===== src/rtl/cache_fill_ctrl.sv =====
// Shared I/D-cache miss fill controller: arbitrates misses, streams one block from pipelined memory, then writes the tag.
// Optional `FILL_RR_ARB_EN selects round-robin arbitration instead of fixed D-side priority.
module cache_fill_ctrl #(
    parameter int WORDS  = 8,
    parameter int ADDR_W = 16,
    parameter int DATA_W = 16
) (
    input  logic              clk,
    input  logic              rst,
    input  logic              icache_miss,
    input  logic [ADDR_W-1:0] icache_addr,
    input  logic              dcache_miss,
    input  logic [ADDR_W-1:0] dcache_addr,
    input  logic [DATA_W-1:0] mem_rdata,
    input  logic              mem_data_valid,
    output logic              mem_en,
    output logic [ADDR_W-1:0] mem_addr,
    output logic [DATA_W-1:0] fill_data,
    output logic [ADDR_W-1:0] fill_addr,
    output logic              i_write_data_array,
    output logic              i_write_tag_array,
    output logic              d_write_data_array,
    output logic              d_write_tag_array,
    output logic              i_stall,
    output logic              d_stall,
    output logic              busy
);

    localparam int CW = $clog2(WORDS) + 1;
    localparam logic [ADDR_W-1:0] OFF_MASK = ADDR_W'(2 * WORDS - 1);

    typedef enum logic [1:0] {
        IDLE = 2'd0,
        FILL = 2'd1,
        TAG  = 2'd2
    } state_t;

    state_t            r_state;
    logic [CW-1:0]     r_issue_cnt;
    logic [CW-1:0]     r_recv_cnt;
    logic [ADDR_W-1:0] r_base;
    logic              r_owner_d;

    logic              w_any_miss;
    logic              w_grant_d;
    logic [ADDR_W-1:0] w_grant_addr;
    logic              w_issue;
    logic              w_recv;
    logic              w_last_recv;

`ifdef FILL_RR_ARB_EN
    logic r_last_d;

    // On contention, serve the side that did not own the last completed fill.
    always_comb begin
        w_grant_d = dcache_miss & (~icache_miss | ~r_last_d);
    end
`else
    always_comb begin
        w_grant_d = dcache_miss;
    end
`endif

    always_comb begin
        w_any_miss   = icache_miss | dcache_miss;
        w_grant_addr = w_grant_d ? dcache_addr : icache_addr;
        w_issue      = (r_state == FILL) && (r_issue_cnt < CW'(WORDS));
        w_recv       = (r_state == FILL) && mem_data_valid;
        w_last_recv  = w_recv && (r_recv_cnt == CW'(WORDS - 1));
    end

    always_ff @(posedge clk) begin
        if (!rst) begin
            r_state     <= IDLE;
            r_issue_cnt <= '0;
            r_recv_cnt  <= '0;
            r_base      <= '0;
            r_owner_d   <= 1'b1;
`ifdef FILL_RR_ARB_EN
            r_last_d    <= 1'b1;
`endif
        end else begin
            case (r_state)
                IDLE: begin
                    if (w_any_miss) begin
                        r_state     <= FILL;
                        r_base      <= w_grant_addr & ~OFF_MASK;
                        r_owner_d   <= w_grant_d;
                        r_issue_cnt <= '0;
                        r_recv_cnt  <= '0;
                    end
                end
                FILL: begin
                    if (w_issue) begin
                        r_issue_cnt <= r_issue_cnt + CW'(1);
                    end
                    if (w_recv) begin
                        r_recv_cnt <= r_recv_cnt + CW'(1);
                    end
                    if (w_last_recv) begin
                        r_state <= TAG;
                    end
                end
                TAG: begin
                    r_state     <= IDLE;
                    r_issue_cnt <= '0;
                    r_recv_cnt  <= '0;
`ifdef FILL_RR_ARB_EN
                    r_last_d    <= r_owner_d;
`endif
                end
                default: begin
                    r_state <= IDLE;
                end
            endcase
        end
    end

    // Memory-side and array-side strobes decode directly from state and counters.
    always_comb begin
        busy               = (r_state != IDLE);
        mem_en             = w_issue;
        mem_addr           = r_base + (ADDR_W'(r_issue_cnt) << 1);
        fill_addr          = r_base + (ADDR_W'(r_recv_cnt) << 1);
        fill_data          = mem_rdata;
        i_write_data_array = w_recv & ~r_owner_d;
        d_write_data_array = w_recv & r_owner_d;
        i_write_tag_array  = (r_state == TAG) & ~r_owner_d;
        d_write_tag_array  = (r_state == TAG) & r_owner_d;
        i_stall            = icache_miss | (busy & ~r_owner_d);
        d_stall            = dcache_miss | (busy & r_owner_d);
    end

endmodule


===== config.mk =====
export PLATFORM = sky130hd
export DESIGN_NAME = cache_fill_ctrl
export DESIGN_NICKNAME = d
export VERILOG_FILES = /design/src/rtl/cache_fill_ctrl.sv
export SDC_FILE = /design/constraint.sdc
export NUM_CORES = 1
export LEC_CHECK = 0
export CAP_MARGIN = 25
export CORE_ASPECT_RATIO = 1.4
export CORE_MARGIN = 2
export CORE_UTILIZATION = 40
export CTS_CLUSTER_SIZE = 16
export DETAILED_ROUTE_END_ITERATION = 16
export GPL_ROUTABILITY_DRIVEN = 0
export PLACE_DENSITY_LB_ADDON = 0.2
export RECOVER_POWER = 100
export SETUP_SLACK_MARGIN = 0.3
export SLEW_MARGIN = 0
export SYNTH_ARGS = -nofsm -noshare
export SYNTH_HDL_FRONTEND = slang
export SYNTH_SLANG_ARGS = --single-unit

===== constraint.sdc =====
create_clock -name clk -period 4.59 [get_ports clk]
set_input_delay 0.918 -clock clk [delete_from_list [all_inputs] [get_ports clk]]
set_output_delay 0.918 -clock clk [all_outputs]
set_load 0.1 [all_outputs]

Word level (Yosys, flattened, before mapping)
Cells that the tools add are included.

word-level totals
  word-level logic and storage cells = 46
  bits of input ports = 53
  output and inout port bits = 56
  register bits after elaboration = 23

operators by class
  equality and inequality tests = 7
  magnitude comparators = 1
  muxes and demuxes = 9
  bitwise logic cells = 10
  $add $sub $neg = 4
  reductions and logical operators = 10

operators by type and width
  kind                                                 number
  adder 16 x 5 -> 16 bit                               2
  one-hot mux 4 bit (3 select lines)                   2
  two-way mux 16 bit                                   1
  two-way mux 4 bit                                    3
  adder 4 x 1 -> 4 bit, second input constant          2
  != test 2 bit, second input constant                 4
  bitwise AND 1 bit                                    6
  AND reduction 3 bit                                  2
  equality test 4 x 3 -> 1 bit, second input constant  1
  < comparator 4 bit, second input constant            1
  two-way mux 2 bit                                    2
  one-hot mux 2 bit (2 select lines)                   1
  AND reduction 2 bit                                  2
  logical AND 1 bit                                    3
  OR 1 bit                                             3
  nonzero test 3 bit                                   1
  equality test 2 x 1 -> 1 bit, second input constant  1
  equality test 2 bit, second input constant           1
  logical NOT 2 bit                                    1
  nonzero test 2 bit                                   1
  NOT 1 bit                                            1

Logic depth before layout (Yosys ltp)
  depth after elaboration = 5
  depth in mapped cells = 5
  depth with buffers taken out = 5

Least setup slack after synthesis
No wires, ideal clock.

  kind = reg2out
  start point = reg r_state[0]
  end point = out i_write_tag_array
  cell stages (with the launch flop) = 3
  buffers on the path = 1
  required time = 3.672 ns
  arrival = 2.688 ns
  slack = 0.984 ns
  cells stage by stage = dfxtp_1 buf_4 nor3b_1

between the ends
  longest elaborated chain between the ends = 2

RTL lines
  element                   RTL line  source
  start: declaration        38        state_t r_state;
  start signal: assignment  74        r_state <= IDLE;
  start signal: assignment  86        r_state <= FILL;
  start signal: assignment  101       r_state <= TAG;
  equality test 2 bit       128       i_write_tag_array = (r_state == TAG) & ~r_owner_d;
  bitwise AND 1 bit         128
  end: declaration          21        output logic i_write_tag_array,

No other way between the ends.

Worst setup path in the final report
  start point = in dcache_miss
  end point = out d_stall

between the ends
  longest elaborated chain between the ends = 1

RTL lines
  element             RTL line  source
  start: declaration  12        input logic dcache_miss,
  OR 1 bit            131       d_stall = dcache_miss | (busy & r_owner_d);
  end: declaration    25        output logic d_stall,

No other way between the ends.

==> summary.md <==
| Metric | Value |
|---|---|
| Kind of critical path | `in2out` |
| Sw frac | `0.494` |
| WL/cell | `13.8 µm` |
| Share of synthesized flip-flops with an asynchronous set or reset | `0` |
| Yosys reg bits | `23` |
| Worst hold path class | `reg2reg` |
| CP startpoint kind | `primary input` |
| Synth unique cells | `44` |
| Grt ovf | `0` |
| Die width | `~60 µm` |
| Met1 Use GR | `0.184` |
| Pint | `roughly 0.00035 W` |
| Vias per Instance | `5.30` |
| Clock power frac | `0.174` |
| Largest family of logic cells by synthesized area | `compound AO/OA/AOI/OAI gates` |
| Syn Inst Count | `206` |
| First DRT Iteration DRCs | `47` |
| Post-Synth Simple-Gate Area | `0.174` |
| Leak Pwr | `~0.9 nW` |
| Synthesized cell area | `around 1700 µm²` |
| Cell Chain, Critical Path | `dlygate4sd3_1 -> clkbuf_1 -> a21o_1 -> clkbuf_2` |
| Switching pwr | `0.000339 W` |
| Row cnt | `28` |
| Ant diodes | `0` |
| Final worst-path cycle share | `0.827` |
| Final Util | `0.512` |
| P&R area growth vs syn | `23.7%` |
| CP max stage cell | `clkbuf_1` |
| Die area | `a little under 5000 µm²` |
| Post-Synth XOR/XNOR Area | `0.106` |
| Worst path max stage delay | `roughly 0.83 ns` |
| Die Y | `just over 80 µm` |
| PD cells | `319 nW/µm²` |
| Synth Warn # | `0` |
| GRT Util Overall | `0.159` |
| Setup TNS | `0 ns` |
| Max Cap Violations | `0` |
| Busiest grt layer | `met2` |
| Critical Path RT | `around 3.7 ns` |
| Post-CTS Repair Setup Buffers | `0` |
| RSZ-0062 raised after global routing | `false` |
| CTS tree | `built` |
| Initial antenna violation count | `0` |
| Number of global-route vias before repair | `1,348` |
| Max-slew violations | `0` |
| Final HPWL DP | `3.03 mm` |
| Post-synthesis compound-gate area fraction | `0.177` |
| Reg power frac | `0.346` |
| Primary FF master, synth | `dfxtp_1` |
| Worst Path Max Fanout | `17` |
| Combinational Power Share | `0.479` |
| Detailed Routing Iterations Pass 1 | `4` |
| Min Hold Slack | `0.527 ns` |
| CTS Hold Bufs | `0` |
| Share of layout cells above drive strength 1 | `0.0293` |
| Worst skew pair latency | `0.26 ns` |
| Final Skew | `0.00655 ns` |
| Sink Count | `23` |
| Vias | `1,506` |
| # resized after CTS | `0` |
| Worst-path clk slew | `0.08 ns` |
| Num CTS Buffers | `3` |
| First-pass GRT wire length | `6.19 mm` |
| Post-synthesis mux area share | `0.0691` |
| Root buffer cell | `clkbuf_8` |
| Final Hold Viols | `0` |
| Worst-Margin Slew | `1.20 ns` |
| Adder-cell share of the synthesized area | `0.0432` |
| Initial Util | `0.414` |
| Post-synth EDFFs | `0` |
| Post-synthesis sequential area ratio | `0.265` |
| Crit end category | `output pin` |
| Max clock buf depth | `2` |
| Final wirelength | `3.92 mm` |
| Grt met3 use | `0.0126` |
| Max_slew headroom | `0.203` |
| IO Port Bufs | `66` |
| Fmax | `between 200 and 300 MHz` |
| Antenna viol nets, final | `0` |
| Arrival @ worst endpoint | `between 2 and 3 ns` |
| # DRC | `0` |
| Final setup viols | `0` |
| Largest net degree at the start of global routing | `19` |
| H-Tree Depth | `1` |
| Core Box Area | `around 4200 µm²` |
| Final nets | `roughly 300` |
| Minimum clock period | `3.80 ns` |
| Syn avg cell area | `8.44 µm²` |
| Met2 Use GR | `0.298` |
| I/O pins | `109` |
| Worst vdd ir | `roughly 0.18 mV` |
| Status | `finished clean` |
power by group through the flow:
| stage | Combinational, W | Sequential, W | Clock [W] |
|---|---|---|---|
| finish | 0.000329 | 0.000238 | 0.000120 |
| floorplan | 0.000355 | 0.000227 | 0 |
| global placement | 0.000347 | 0.000242 | 0 |
| CTS | 0.000348 | 0.000238 | 0.000128 |
| global route | 0.000344 | 0.000242 | 0.000132 |
| detailed placement | 0.000348 | 0.000242 | 0 |
cells by family (layout without fill, tap and decap cells):
family                     Yosys count  after routing
and+or+nand+nor                     53             53
AOI/OAI and AO/OA                   46             46
buffers and inverters               44             76
DFF                                 23             23
xor gates and xnor gates            21             21
muxes                               12             12
adders and majority gates            6              6
other                                1              2
cell type report:
| class | count | area, µm² |
|---|---|---|
| inverters | 5 | 18.8 |
| clock buffers | 3 | 41.3 |
| multi-input cells | 140 | 992 |
| well taps | 45 | 56.3 |
| fillers | 436 | 2050 |
| clock inverters | 1 | 5.00 |
| repair buffers | 67 | 578 |
| flip-flops and latches | 23 | 460 |
synthesized netlist by cell type, types with 6 or more instances:
cell       n  share of area
xor2_1    14          0.071
nand3_1    8          0.023
o211ai_1   6          0.026
mux2i_1   12          0.069
nor2_1    12          0.026
xnor2_1    7          0.035
buf_4     26           0.11
ha_1       6          0.043
a211oi_1  12          0.052
dfxtp_1   23           0.26
a21oi_1   14          0.040
flip-flops by register name, summed over array words and instances, names as in the netlist:
name         flops
r_issue_cnt      4
r_state          2
r_owner_d        1
r_base          12
r_recv_cnt       4
per-stage QoR:
step                      std cells  total power (W)  instance area [µm²]  setup slack [ns]
after floorplan                 207         0.000582                 1740             0.984
after global placement          280         0.000589                 2170              1.22
after detailed placement        280         0.000590                 2170              1.22
after CTS                       284         0.000713                 2210             0.925
after global routing            284         0.000717                 2150             0.686
final                           284         0.000686                 2150             0.793
per-layer routing:
metal,vias to the layer above,part of all wire
li1,776,-
met1,676,0.41
met2,48,0.53
met3,6,0.050
met4,0,0.013
met5,-,0
worst max-delay path, delay by kind of cell:
family | cells | cell delay, ns
AO/OA/AOI/OAI | 1 | 0.14
buffers and inverters | 3 | 1.81
final timing paths:
path         cells past startpoint  slack [ns]        endpoint            from
max                              4        0.79         d_stall     dcache_miss
min                              2        0.53  r_issue_cnt[3]  r_issue_cnt[1]
max reg2reg                      3        2.60      r_base[11]      r_state[0]
min reg2reg                      2        0.53  r_issue_cnt[3]  r_issue_cnt[1]
layout by cell type (no fill, tap or decap), types with 5 or more instances in the layout:
master	instances
clkdlybuf4s50_1	27
dlygate4sd3_1	25
dfxtp_1	23
xor2_1	14
a21oi_1	14
clkbuf_1	14
nor2_1	12
mux2i_1	12
a211oi_1	12
nand3_1	8
xnor2_1	7
o211ai_1	6
ha_1	6
nand4_1	5
nand2_1	5
nor3_1	5
Power figures use the tool's default switching activity.
==> RTL edit: new RTL, config.mk and constraints unchanged <==
Build with the macro `FILL_RR_ARB_EN` defined.
--- a/src/rtl/cache_fill_ctrl.sv
+++ b/src/rtl/cache_fill_ctrl.sv
@@ -1,4 +1,6 @@
 // Shared I/D-cache miss fill controller: arbitrates misses, streams one block from pipelined memory, then writes the tag.
 // Optional `FILL_RR_ARB_EN selects round-robin arbitration instead of fixed D-side priority.
+`define FILL_RR_ARB_EN
+
 module cache_fill_ctrl #(
     parameter int WORDS  = 8,
Check against the original RTL: not equivalent (Yosys sat finds a counterexample within 4 cycles, from zero or initial values and one cycle with rst low).
==> RTL edit against the original RTL <==
Sequential cell count up 1. Routed wire length down 1.6%. Global-route usage up 0.36 points. Cell area up 3.3%. The flow now finishes with violations (capacitance limit, slew limit). Clock power up 21%. Hold slack worse by 40 ps. Setup slack better by 140 ps. Total power up 5.1%. Fmax up 3.9%. Synthesized area down 0.79%.
==> RTL edit: results (changes against the original RTL) <==
* Worst Hold End: r_last_d
* Initial DRC Count at 32 (-32%)
* MaxCap Viol Count at 1 (+1)
* Status: finished, violations left
* Global-route wire length before repair at 6180 µm (-0.11%)
* Lkg Pwr at 0.000987 µW (+7.0%)
* Filler Cell Count at 425 (-2.5%)
* RR Startpoint: r_state[1]
* Area contributors post-synth: dfxtp_1 28%, buf_4 11%, xor2_1 7.1%
* Metal2 WL at 1870 µm (-10%)
* Failing checks: capacitance limit, slew limit
* Xor/xnor cell area share of the yosys netlist at 0.107 (+0.000844)
* WL met3 at 291 µm (+49%)
* Worst Path Arrival at 2740 ps (-140 ps)
* Yosys warning count at 0 (unchanged)
* Global-route usage over all layers at 0.163 (+0.00365)
* Global-route track usage on met2 at 0.288 (-0.00991)
* Final Max Slew Viols at 28 (+28)
* Via Count at 1490 (-1.1%)
* Final Hold Slack at 487 ps (-39.6 ps)
* Crit Path Max Fanout at 6 (-11)
* Vias in the first global route at 1397 (+3.6%)
* FF-to-FF path depth at 4 (+1)
* FF-to-FF setup slack at 2280 ps (-320 ps)
* Clk buf depth at 2 (unchanged)
* GR Util met3 at 0.0315 (+0.0189)
* Slew HR at -0.0466 (-0.250)
* Worst VDD drop at 0.000157 V (-12%)
* Register area share after synthesis at 0.278 (+0.0137)
* Adder-cell share of the synthesized area at 0.0435 (+0.000344)
* M1 WL at 1630 µm (+2.5%)
* Post-synthesis cell type count at 39 (-11%)
* Clk Tree Root Cell: clkbuf_8
* RR Endpoint: r_base[12]
* HP Start: r_last_d
* CTS clk-pin slew, worst paths at 90 ps
* Post-detail-place hpwl at 2990 µm (-1.5%)
* Post-Place Cell Area at 0.00220 mm² (+1.7%)
* Proportion of layout cells with a drive suffix above 1 at 0.0445 (+0.0152)
==> RTL edit: worst max path at each step <==
stage,start,end,slack [ps],cells after the start
finish,r_issue_cnt[3],mem_addr[10],930,6
floorplan,r_issue_cnt[3],mem_addr[14],1200,5
CTS,r_issue_cnt[3],mem_addr[10],970,6
global placement,r_issue_cnt[3],mem_addr[10],1300,6
global route,r_base[7],fill_addr[15],700,5
detailed placement,r_issue_cnt[3],mem_addr[10],1280,6
==> RTL edit: where the power goes <==
| group | internal, µW | total [µW] | switching [µW] |
|---|---|---|---|
| Clock | 76.6 | 145 | 68.8 |
| Combinational | 78.7 | 331 | 252 |
| Sequential | 222 | 245 | 22.2 |
| Total | 378 | 721 | 343 |
==> RTL edit: stage by stage <==
stage	total power [µW]	cells	setup slack [ps]
global placement	595	288	1300
finish	721	292	935
global route	750	292	699
CTS	743	292	971
detailed placement	597	288	1280
floorplan	583	210	1200
==> RTL edit: critical path, cell delays in order (launching register included) <==
cell,delay (ps)
dfxtp_1,430
ha_1,200
ha_1,200
nand2_1,120
nor2_1,160
xor2_1,140
dlygate4sd3_1,1210
==> RTL edit: cell type report <==
| class | count | area [µm²] | share of cell area |
|---|---|---|---|
| repair buffers | 66 | 629 | 0.283 |
| inverters | 4 | 15.0 | 0.00676 |
| well taps | 45 | 56.3 | 0.0253 |
| flip-flops and latches | 24 | 480 | 0.216 |
| clock buffers | 4 | 55.1 | 0.0248 |
| multi-input cells | 149 | 986 | 0.444 |
==> RTL edit: cell families (layout without fill, tap and decap cells) <==
| family | after synthesis | after routing |
|---|---|---|
| buf+inv | 37 | 74 |
| fa+ha+maj | 6 | 6 |
| mux | 12 | 12 |
| flops | 24 | 24 |
| simple gates | 65 | 65 |
| other cells | 1 | 2 |
| compound gates | 43 | 43 |
| xor+xnor | 21 | 21 |
